<file path="src/rtl/wheel_pulse_gen_if.sv">
// Purpose: wheel-pulse bundle between the pulse generator and its consumer (button/speed in, pulse/status out).
// Latency: none, wires only.
// Backpressure: none; the pulse train is free-running and the consumer must keep up.
interface wheel_pulse_gen_if #(
    parameter int SPEED_W = 12
);
    logic               btn_n;
    logic [SPEED_W-1:0] speed_set;
    logic               pulse_n;
    logic [SPEED_W-1:0] cur_speed;
    logic [1:0]         drive_stat;
    logic [19:0]        pulse_total;
    logic               overrun;

    // Generator side: takes button and set speed, drives the pulse train and status.
    modport master (
        input  btn_n,
        input  speed_set,
        output pulse_n,
        output cur_speed,
        output drive_stat,
        output pulse_total,
        output overrun
    );

    // Consumer side: drives button and set speed, observes pulses and status.
    modport slave (
        output btn_n,
        output speed_set,
        input  pulse_n,
        input  cur_speed,
        input  drive_stat,
        input  pulse_total,
        input  overrun
    );
endinterface

</file>
<file path="src/rtl/wheel_pulse_gen.sv">
// Purpose: wheel-speed pulse emulator; button-driven idle/drive/wait FSM, ramped speed, phase-accumulator pulse train.
// Latency: button edge to drive_stat 3 sys_clk; fire request to pulse_n low 1 sys_clk.
// Backpressure: none; one request is queued while a pulse is active, further requests are dropped and flagged in overrun.
module wheel_pulse_gen #(
    parameter int ACC_MOD     = 50_000_000,
    parameter int SPEED_W     = 12,
    parameter int PULSE_LOW   = 8,
    parameter int RAMP_CYCLES = 50_000,
    parameter int RAMP_STEP   = 1
) (
    input  logic              sys_clk,
    input  logic              sys_rst_n,
    wheel_pulse_gen_if.master bus
);

    localparam int ACC_W  = $clog2(ACC_MOD + (1 << SPEED_W));
    localparam int RAMP_W = (RAMP_CYCLES > 1) ? $clog2(RAMP_CYCLES) : 1;
    localparam int LOW_W  = (PULSE_LOW > 1) ? $clog2(PULSE_LOW) : 1;

    localparam logic [ACC_W-1:0]   ACC_MOD_X  = ACC_W'(ACC_MOD);
    localparam logic [SPEED_W:0]   STEP_X     = (SPEED_W+1)'(RAMP_STEP);
    localparam logic [RAMP_W-1:0]  RAMP_LAST  = RAMP_W'(RAMP_CYCLES - 1);
    localparam logic [LOW_W-1:0]   LOW_LAST   = LOW_W'(PULSE_LOW - 1);

    typedef enum logic [1:0] {
        ST_IDLE  = 2'd0,
        ST_WAIT  = 2'd1,
        ST_DRIVE = 2'd2,
        ST_BAD   = 2'd3
    } drive_e;

    typedef enum logic [1:0] {
        SH_IDLE = 2'd0,
        SH_LOW  = 2'd1,
        SH_GAP  = 2'd2
    } shape_e;

    // ---------------- button synchroniser and press detect ----------------
    logic btn_s1, btn_s2, btn_s3;
    logic press;

    // Two-flop synchroniser plus one delay flop for falling-edge detection; idle level is high.
    always_ff @(posedge sys_clk or negedge sys_rst_n) begin
        if (!sys_rst_n) begin
            btn_s1 <= 1'b1;
            btn_s2 <= 1'b1;
            btn_s3 <= 1'b1;
        end else begin
            btn_s1 <= bus.btn_n;
            btn_s2 <= btn_s1;
            btn_s3 <= btn_s2;
        end
    end

    assign press = btn_s3 & ~btn_s2;

    // ---------------- drive FSM ----------------
    drive_e drive_q, drive_d;

    // Drive state register.
    always_ff @(posedge sys_clk or negedge sys_rst_n) begin
        if (!sys_rst_n) drive_q <= ST_IDLE;
        else            drive_q <= drive_d;
    end

    // One transition per press; idle is left for good, drive and wait alternate, code 3 recovers to idle.
    always_comb begin
        drive_d = drive_q;
        case (drive_q)
            ST_IDLE:  if (press) drive_d = ST_DRIVE;
            ST_DRIVE: if (press) drive_d = ST_WAIT;
            ST_WAIT:  if (press) drive_d = ST_DRIVE;
            default:  drive_d = ST_IDLE;
        endcase
    end

    // ---------------- speed ramp ----------------
    logic [RAMP_W-1:0]  ramp_cnt;
    logic               ramp_tick;
    logic [SPEED_W-1:0] target;
    logic [SPEED_W-1:0] cur_q, cur_d;
    logic [SPEED_W:0]   diff;

    assign ramp_tick = (ramp_cnt == RAMP_LAST);
    assign target    = (drive_q == ST_DRIVE) ? bus.speed_set : '0;

    // Free-running ramp timer; the tick is the cycle the counter wraps.
    always_ff @(posedge sys_clk or negedge sys_rst_n) begin
        if (!sys_rst_n)     ramp_cnt <= '0;
        else if (ramp_tick) ramp_cnt <= '0;
        else                ramp_cnt <= ramp_cnt + RAMP_W'(1);
    end

    // Next ramp value: one step toward target, snapping onto it when closer than a step.
    always_comb begin
        cur_d = cur_q;
        diff  = '0;
        if (target > cur_q) begin
            diff = {1'b0, target} - {1'b0, cur_q};
            if (diff < STEP_X) cur_d = target;
            else               cur_d = cur_q + STEP_X[SPEED_W-1:0];
        end else if (target < cur_q) begin
            diff = {1'b0, cur_q} - {1'b0, target};
            if (diff < STEP_X) cur_d = target;
            else               cur_d = cur_q - STEP_X[SPEED_W-1:0];
        end
    end

    // Current speed only moves on a ramp tick, so a speed_set change takes effect at the next tick.
    always_ff @(posedge sys_clk or negedge sys_rst_n) begin
        if (!sys_rst_n)     cur_q <= '0;
        else if (ramp_tick) cur_q <= cur_d;
    end

    // ---------------- phase accumulator ----------------
    logic [ACC_W-1:0] acc_q, acc_sum;
    logic             fire;

    // acc stays below ACC_MOD, so one subtraction is enough and a zero speed leaves it untouched.
    assign acc_sum = acc_q + {{(ACC_W-SPEED_W){1'b0}}, cur_q};
    assign fire    = (acc_sum >= ACC_MOD_X);

    // Accumulator register; deliberately not cleared on drive-state changes.
    always_ff @(posedge sys_clk or negedge sys_rst_n) begin
        if (!sys_rst_n) acc_q <= '0;
        else if (fire)  acc_q <= acc_sum - ACC_MOD_X;
        else            acc_q <= acc_sum;
    end

    // ---------------- pulse shaper ----------------
    shape_e           sh_q, sh_d;
    logic [LOW_W-1:0] low_cnt_q, low_cnt_d;
    logic             pend_q, pend_d;
    logic             ovr_q, ovr_d;
    logic             pulse_n_q;
    logic [19:0]      total_q;

    // Shaper: LOW for PULSE_LOW cycles, one mandatory GAP cycle, then a queued request may start at once.
    always_comb begin
        sh_d      = sh_q;
        low_cnt_d = low_cnt_q;
        pend_d    = pend_q;
        ovr_d     = ovr_q;
        case (sh_q)
            SH_IDLE: begin
                if (fire) begin
                    sh_d      = SH_LOW;
                    low_cnt_d = '0;
                end
            end
            SH_LOW: begin
                if (low_cnt_q == LOW_LAST) sh_d = SH_GAP;
                else                       low_cnt_d = low_cnt_q + LOW_W'(1);
                if (fire) begin
                    if (pend_q) ovr_d  = 1'b1;
                    else        pend_d = 1'b1;
                end
            end
            SH_GAP: begin
                if (pend_q) begin
                    // The queued pulse starts now; a fresh request meets a full queue and is lost.
                    sh_d      = SH_LOW;
                    low_cnt_d = '0;
                    pend_d    = 1'b0;
                    if (fire) ovr_d = 1'b1;
                end else if (fire) begin
                    sh_d      = SH_LOW;
                    low_cnt_d = '0;
                end else begin
                    sh_d = SH_IDLE;
                end
            end
            default: sh_d = SH_IDLE;
        endcase
    end

    // Shaper state and registered outputs; pulse_total counts entries into the low phase.
    always_ff @(posedge sys_clk or negedge sys_rst_n) begin
        if (!sys_rst_n) begin
            sh_q      <= SH_IDLE;
            low_cnt_q <= '0;
            pend_q    <= 1'b0;
            ovr_q     <= 1'b0;
            pulse_n_q <= 1'b1;
            total_q   <= '0;
        end else begin
            sh_q      <= sh_d;
            low_cnt_q <= low_cnt_d;
            pend_q    <= pend_d;
            ovr_q     <= ovr_d;
            pulse_n_q <= (sh_d != SH_LOW);
            if (sh_d == SH_LOW && sh_q != SH_LOW) total_q <= total_q + 20'd1;
        end
    end

    assign bus.pulse_n     = pulse_n_q;
    assign bus.cur_speed   = cur_q;
    assign bus.drive_stat  = drive_q;
    assign bus.pulse_total = total_q;
    assign bus.overrun     = ovr_q;

endmodule

</file>
<file path="src/flat_wrapper.sv">
// flat-port wrapper written by rule: the top's interface ports become plain ports
module wheel_pulse_gen_flat 
#(
    parameter int ACC_MOD     = 50_000_000,
    parameter int SPEED_W     = 12,
    parameter int PULSE_LOW   = 8,
    parameter int RAMP_CYCLES = 50_000,
    parameter int RAMP_STEP   = 1
)
  (sys_clk, sys_rst_n, bus_btn_n, bus_speed_set, bus_pulse_n, bus_cur_speed, bus_drive_stat, bus_pulse_total, bus_overrun);
  wheel_pulse_gen_if #(.SPEED_W(SPEED_W)) bus_i ();
  input  logic sys_clk;
  input  logic sys_rst_n;
  input wire logic [$bits(bus_i.btn_n)-1:0] bus_btn_n;
  input wire logic [$bits(bus_i.speed_set)-1:0] bus_speed_set;
  output wire logic [$bits(bus_i.pulse_n)-1:0] bus_pulse_n;
  output wire logic [$bits(bus_i.cur_speed)-1:0] bus_cur_speed;
  output wire logic [$bits(bus_i.drive_stat)-1:0] bus_drive_stat;
  output wire logic [$bits(bus_i.pulse_total)-1:0] bus_pulse_total;
  output wire logic [$bits(bus_i.overrun)-1:0] bus_overrun;
  assign bus_i.btn_n = bus_btn_n;
  assign bus_i.speed_set = bus_speed_set;
  assign bus_pulse_n = bus_i.pulse_n;
  assign bus_cur_speed = bus_i.cur_speed;
  assign bus_drive_stat = bus_i.drive_stat;
  assign bus_pulse_total = bus_i.pulse_total;
  assign bus_overrun = bus_i.overrun;
  wheel_pulse_gen #(.ACC_MOD(ACC_MOD), .SPEED_W(SPEED_W), .PULSE_LOW(PULSE_LOW), .RAMP_CYCLES(RAMP_CYCLES), .RAMP_STEP(RAMP_STEP)) u_core (.sys_clk(sys_clk), .sys_rst_n(sys_rst_n), .bus(bus_i));
endmodule
</file>
<file path="config.mk">
export PLATFORM = sky130hd
export DESIGN_NAME = wheel_pulse_gen_flat
export DESIGN_NICKNAME = d
export VERILOG_FILES = /design/src/rtl/wheel_pulse_gen_if.sv /design/src/rtl/wheel_pulse_gen.sv /design/src/flat_wrapper.sv
export SDC_FILE = /design/constraint.sdc
export NUM_CORES = 1
export LEC_CHECK = 0
export ABC_AREA = 1
export CORE_MARGIN = 10
export CORE_UTILIZATION = 30
export DETAILED_ROUTE_END_ITERATION = 8
export PLACE_DENSITY = 0.49
export RECOVER_POWER = 25
export REMOVE_ABC_BUFFERS = 1
export SLEW_MARGIN = 20
export SYNTH_ARGS = -nofsm -noshare
export SYNTH_HDL_FRONTEND = slang
export SYNTH_SLANG_ARGS = --single-unit
</file>
<file path="constraint.sdc">
create_clock -name sys_clk -period 5.2 [get_ports sys_clk]
set_input_delay 1.3 -clock sys_clk [delete_from_list [all_inputs] [get_ports sys_clk]]
set_output_delay 1.3 -clock sys_clk [all_outputs]
set_load 0.05 [all_outputs]
</file>
# Yosys cells after proc, flatten, opt, wreduce, memory -nomap -nowiden
# Cells that the tools add are included.
dict set report word_totals {
  regBits 87
  inputBits 15
  output_inout_bits 36
  word_cells 82
}
dict set report op_classes {
  addsub 9
  order_cmp 5
  eq_ne 16
  n_mux 25
  n_bitwise 2
  n_reduce_logical 12
}
# cell n
set op_table {}
lappend op_table {{two-way mux 12 bit} 5}
lappend op_table {{adder 26 x 12 -> 26 bit} 1}
lappend op_table {{>= comparator 26 bit (second input constant)} 1}
lappend op_table {{less-than comparator 13 x 1 -> 1 bit (second input constant)} 2}
lappend op_table {{two-way mux 26 bit} 1}
lappend op_table {{subtractor 12 x 12 -> 13 bit} 2}
lappend op_table {{subtractor 26 bit (second input constant)} 1}
lappend op_table {{adder 20 x 1 -> 20 bit (second input constant)} 1}
lappend op_table {{adder 16 x 1 -> 16 bit (second input constant)} 1}
lappend op_table {{== test 16 bit (second input constant)} 1}
lappend op_table {{two-way mux 16 bit} 1}
lappend op_table {{inequality test 2 x 1 -> 1 bit (second input constant)} 8}
lappend op_table {{adder 12 x 1 -> 12 bit (second input constant)} 1}
lappend op_table {{greater-than comparator 12 bit} 1}
lappend op_table {{less-than comparator 12 bit} 1}
lappend op_table {{subtractor 12 x 1 -> 12 bit (second input constant)} 1}
lappend op_table {{two-way mux 2 bit} 5}
lappend op_table {{two-way mux 3 bit} 3}
lappend op_table {{case mux 3 bit (3 select lines)} 1}
lappend op_table {{AND reduction 2 bit} 4}
lappend op_table {{== test 2 x 1 -> 1 bit (second input constant)} 3}
lappend op_table {{case mux 2 bit (3 select lines)} 1}
lappend op_table {{two-way mux 1 bit} 5}
lappend op_table {{AND reduction 5 bit} 1}
lappend op_table {{other kinds (13)} 17}

# Logic depth before layout (Yosys ltp)
dict set report depth {
  depth_word 7
  ltp_mapped 24
  depth_no_buf 23
}

# Worst setup path after synthesis
# No wires, ideal clock.
dict set report synth_path {
  path_type {input-to-reg}
  startpoint {input port bus_speed_set[5]}
  endpoint {register u_core.cur_q[0], in the netlist u_core.bus.cur_speed[0]}
  setup_time_ps 127
  arrival_ps 3552
  required_time_ps 5073
  setup_slack_ps 1521
  stages 15
  path_buffers 2
  cell_sequence {nand2_1 > inv_1 > ha_1 > clkbuf_1 > inv_1 > o21bai_1 > o21bai_1 > a21oi_1 > o21ai_0 > xor2_1 > nor2_2 > nand3_2 > buf_2 > o211ai_1 > a21oi_1}
}
dict set report synth_via {
  elab_chain_cells 6
  elab_cells_between_ends 13
  cone_classes {add/sub: 2; order compare: 4; mux: 5; reduce/logical: 2}
}
# item line
set synth_rtl {}
lappend synth_rtl {{from (decl)} flat_wrapper.sv:15} ;# input wire logic [$bits(bus_i.speed_set)-1:0] bus_speed_set;
lappend synth_rtl {{two-way mux 12 bit (*)} wheel_pulse_gen.sv:85} ;# assign target = (drive_q == ST_DRIVE) ? bus.speed_set : '0;
lappend synth_rtl {{subtractor 12 x 12 -> 13 bit} wheel_pulse_gen.sv:103} ;# diff = {1'b0, cur_q} - {1'b0, target};
lappend synth_rtl {{less-than comparator 13 x 1 -> 1 bit} wheel_pulse_gen.sv:104} ;# if (diff < STEP_X) cur_d = target;
lappend synth_rtl {{two-way mux 12 bit} wheel_pulse_gen.sv:104}
lappend synth_rtl {{two-way mux 12 bit} wheel_pulse_gen.sv:102} ;# end else if (target < cur_q) begin
lappend synth_rtl {{two-way mux 12 bit} wheel_pulse_gen.sv:98} ;# if (target > cur_q) begin
lappend synth_rtl {{to (signal assigned)} wheel_pulse_gen.sv:112} ;# else if (ramp_tick) cur_q <= cur_d;
lappend synth_rtl {{to (decl)} wheel_pulse_gen.sv:81} ;# logic [SPEED_W-1:0] cur_q, cur_d;
# Every way passes the cells marked *; elsewhere a longest branch is shown, timed or not. The select of a mux whose other input is x is not followed.
# A chain may end at the register's enable or synchronous reset.

# Worst setup path after layout
dict set report layout_path {
  startpoint {input port bus_speed_set[2]}
  endpoint {register u_core.cur_q[6], in the netlist u_core.bus.cur_speed[6]}
}
# The elaborated chain is that of the path after synthesis.

==> results.md <==
- End point of the critical path: u_core.bus.cur_speed[6]$_DFFE_PN0P_
- Wire length of the first global-routing pass: 34.73 mm
- Setup slack of the most critical reg-to-reg path: 1.20 ns
- Portion of the clock cycle consumed by the worst path in the final layout: 0.8740
- Vias in the first global route: 6897
- Total length of routed wires: 20.56 mm
- Worst Hold Class: register to register
- Residual DRC count: 0
- Placeable Area: approximately 25000 sq um
- Final hold slack: 0.3591 ns
- Number of sinks driven by the clock tree: 87
- Timing startpoint of the critical path: bus_speed_set[2]
- Post-synthesis cell type count: 54
- Clk Latency, worst-skew pair: 0.35 ns
- CP Class: primary input to register
- Transition time at the pin with the least slew margin: ~2.5 ns
- Overall overflow remaining after global route: 0
- Setup crit end kind: register
- Number of vias after detailed routing: 6994
- Highest clock rate: between 0.2 and 0.25 GHz
- Number of buffers created by CTS: 9
- Pwr per Cell Area: 181.4 nW/um^2
- Detailed-routing iteration count for the pre-antenna-repair pass: 7
- Summed instance area of the synthesized netlist: 7597 sq um
- Total setup buffers inserted after CTS: 0
- Crit Reg-Reg Endpoint: u_core.bus.cur_speed[6]$_DFFE_PN0P_
- Failing checks: capacitance limit, slew limit
- DRT antenna net count: 0
- Clock-pin slew reported for the worst setup and hold paths after clock tree synthesis: 0.06 ns
- Total I/O pin count: 51
- Run status: complete, but fails checks
- Via count normalized by instance count: 4.663
- Antenna violations before repair: 0
- Final RePlAce weighted congestion: 0.8696
- Async set or reset register ratio after synthesis: 1.000
- Critical Path Source Type: primary input
- Worst r2r src: u_core.bus.drive_stat[1]$_DFFE_PN0P_
- Avg WL per Cell: approximately 14 um
- H-Tree Level Count: 3
- Unrepaired setup endpoints after global routing: false
- Die Width: ~180 um
- Peak fanout along the critical path: 16
- CTS root buffer: clkbuf_16
- Y dimension of the die: 179.1 um
- Number of flops mapped to enable cells by yosys: 0
- Dominant synthesized flop cell: dfrtp_1
- DRC violation total after the first TritonRoute iteration: 395
- Time the final worst path needs with I/O delays and setup: 4.545 ns
- Final setup violation count: 0
- Count of warnings emitted by yosys: 0
- Die Outline Area: 32090 sq um
- Total count of max-transition violations in the final report: 45
- Area growth from synthesis to layout: 14.69%
- TritonCTS clock tree: built
- Clock skew: 0.01148 ns
- Resize count post-CTS: 0
- Share of final-layout standard cells stronger than drive strength 1: 0.06667
- Post-synthesis register bit count: 87
- Data arrival time of the critical path: 4.82 ns
- Avg Inst Size Synth: 6.789 sq um
- Initial core utilization: 0.3034
- Most used cells in the layout excluding fill and tap cells: 339 x nand2_1, 163 x inv_1, 92 x nor2_1
- Layout net count: 1230
- Maximum number of pins on one net before global-route repair: 45
- Final TNS setup: 0 ns
- Diode insertion count for antenna repair: 0
- Placed wire-length estimate after detailed placement: 16.15 mm
- Hold-fix buffer count after cts: 0
- Port bufs: 50
- Count of endpoints failing hold in the final timing report: 0
- Longest Clk Path Bufs: 2
- Final core utilization: 0.3480
- GRT Util Overall: 0.1323
- Number of maximum-capacitance constraint violations: 1
- Leakage: 4.391 nW
- Required time at the worst-slack endpoint: 5.48 ns
- Worst IR drop on VDD: 0.1410 mV
- Total power: 1.581 mW
- Sequential fraction of the synthesis area: 0.2872
- Gate Count Post-Synth: ~1100
- FF-to-FF path depth: 20
- Most common library cell in the layout ignoring fill and taps: nand2_1
- Headroom to the max-slew limit: -0.6832
- Number of placement rows: 58
==> metal layers <==
metal	vias to the layer above	part of all wire	GRT usage
li1	3648	-	-
met1	3225	0.49	0.1712
met2	107	0.46	0.2238
met3	14	0.039	0.02106
met4	0	0.012	0.03519
met5	-	0	0
==> cells in the mapped netlist (2+ instances only) <==
cell type,n,area (sq um)
o2111ai_1,2,17.52
ha_1,47,588.1
o21bai_1,5,37.54
o221ai_1,3,26.28
nor2_4,2,22.52
xor2_1,57,499.2
nand3_2,7,70.07
nand3_1,67,335.3
o21ai_0,31,155.2
buf_2,4,20.02
xnor2_1,15,131.4
nand2_2,20,125.1
a22oi_1,3,22.52
dfrtp_1,83,2077
inv_2,4,15.01
fa_1,3,60.06
nor2_2,12,75.07
nand3b_1,5,37.54
nand4_1,22,137.6
a31oi_1,6,37.54
clkbuf_1,12,45.04
dfstp_2,4,105.1
nor4_1,6,37.54
o211ai_1,7,52.55
nor2_1,92,345.3
nor3_1,24,120.1
and3_1,3,18.77
nand3_4,2,35.03
nand2_1,339,1272
a21oi_1,42,210.2
buf_4,2,15.01
o21ai_1,2,10.01
inv_1,163,611.8
a211oi_1,3,22.52
==> critical path, stage by stage <==
cell and delay (ns):
clkdlybuf4s50_1 0.40, nand2_1 0.11, inv_1 0.07, ha_1 0.35, nand2_1 0.14, o21ai_0 0.29
a21oi_1 0.18, o21ai_0 0.31, inv_1 0.10, a22oi_1 0.19, and3_1 0.44, nand3_2 0.44
nand2_1 0.16, nand2_1 0.05, o21ai_0 0.15, nand2_1 0.07, nand2_1 0.07
==> registers in the layout, summed over array words and instances (netlist names) <==
name and flops:
u_core.bus.overrun 1, u_core.btn_s3 1, u_core.bus.cur_speed 12, u_core.btn_s2 1, u_core.bus.drive_stat 2, u_core.bus.pulse_n 1, u_core.acc_q 26, u_core.bus.pulse_total 20
u_core.pend_q 1, u_core.sh_q 2, u_core.ramp_cnt 16, u_core.low_cnt_q 3, u_core.btn_s1 1
==> kinds of logic after synthesis <==
| group | count (synthesis) | synth area share |
|---|---|---|
| AOI/OAI and AO/OA | 113 | 0.08762 |
| and+or+nand+nor | 609 | 0.3582 |
| adders and majority gates | 50 | 0.08531 |
| xor gates and xnor gates | 73 | 0.08515 |
| buffers and inverters | 187 | 0.09651 |
| DFF | 87 | 0.2872 |
==> power breakdown <==
part	leakage (nW)	internal, mW	switching (mW)
Combinational	3.12	0.0902	0.188
Clock	0.137	0.339	0.279
Sequential	1.13	0.682	0.00298
Total	4.39	1.11	0.470
==> cell type report <==
type	instances	area, sq um
Fill cell	2749	16320
Multi-Input combinational cell	845	4682
Clock buffer	12	246.5
Clock inverter	4	31.28
Tap cell	330	412.9
Sequential cell	87	2182
Inverter	167	626.9
Timing Repair Buffer	55	531.8
==> stage by stage <==
stage	instance area [sq um]	setup slack, ns	instances
global route	8713	0.3187	1500
floorplan	7491	1.279	1099
finish	8713	0.6552	1500
CTS	8717	0.6976	1500
detailed placement	8439	0.3155	1484
global placement	8439	0.2850	1484
==> worst min path at each step <==
| stage | end | start | cells after the start |
|---|---|---|---|
| 2_1_floorplan | u_core.btn_s2$_DFF_PN1_ | u_core.btn_s1$_DFF_PN1_ | 0 |
| 3_3_place_gp | u_core.btn_s2$_DFF_PN1_ | u_core.btn_s1$_DFF_PN1_ | 0 |
| 6_report | u_core.btn_s2$_DFF_PN1_ | u_core.btn_s1$_DFF_PN1_ | 0 |
| 3_5_place_dp | u_core.btn_s2$_DFF_PN1_ | u_core.btn_s1$_DFF_PN1_ | 0 |
| 5_1_grt | u_core.btn_s2$_DFF_PN1_ | u_core.btn_s1$_DFF_PN1_ | 0 |
| 4_1_cts | u_core.btn_s2$_DFF_PN1_ | u_core.btn_s1$_DFF_PN1_ | 0 |
Power figures use the tool's default switching activity.
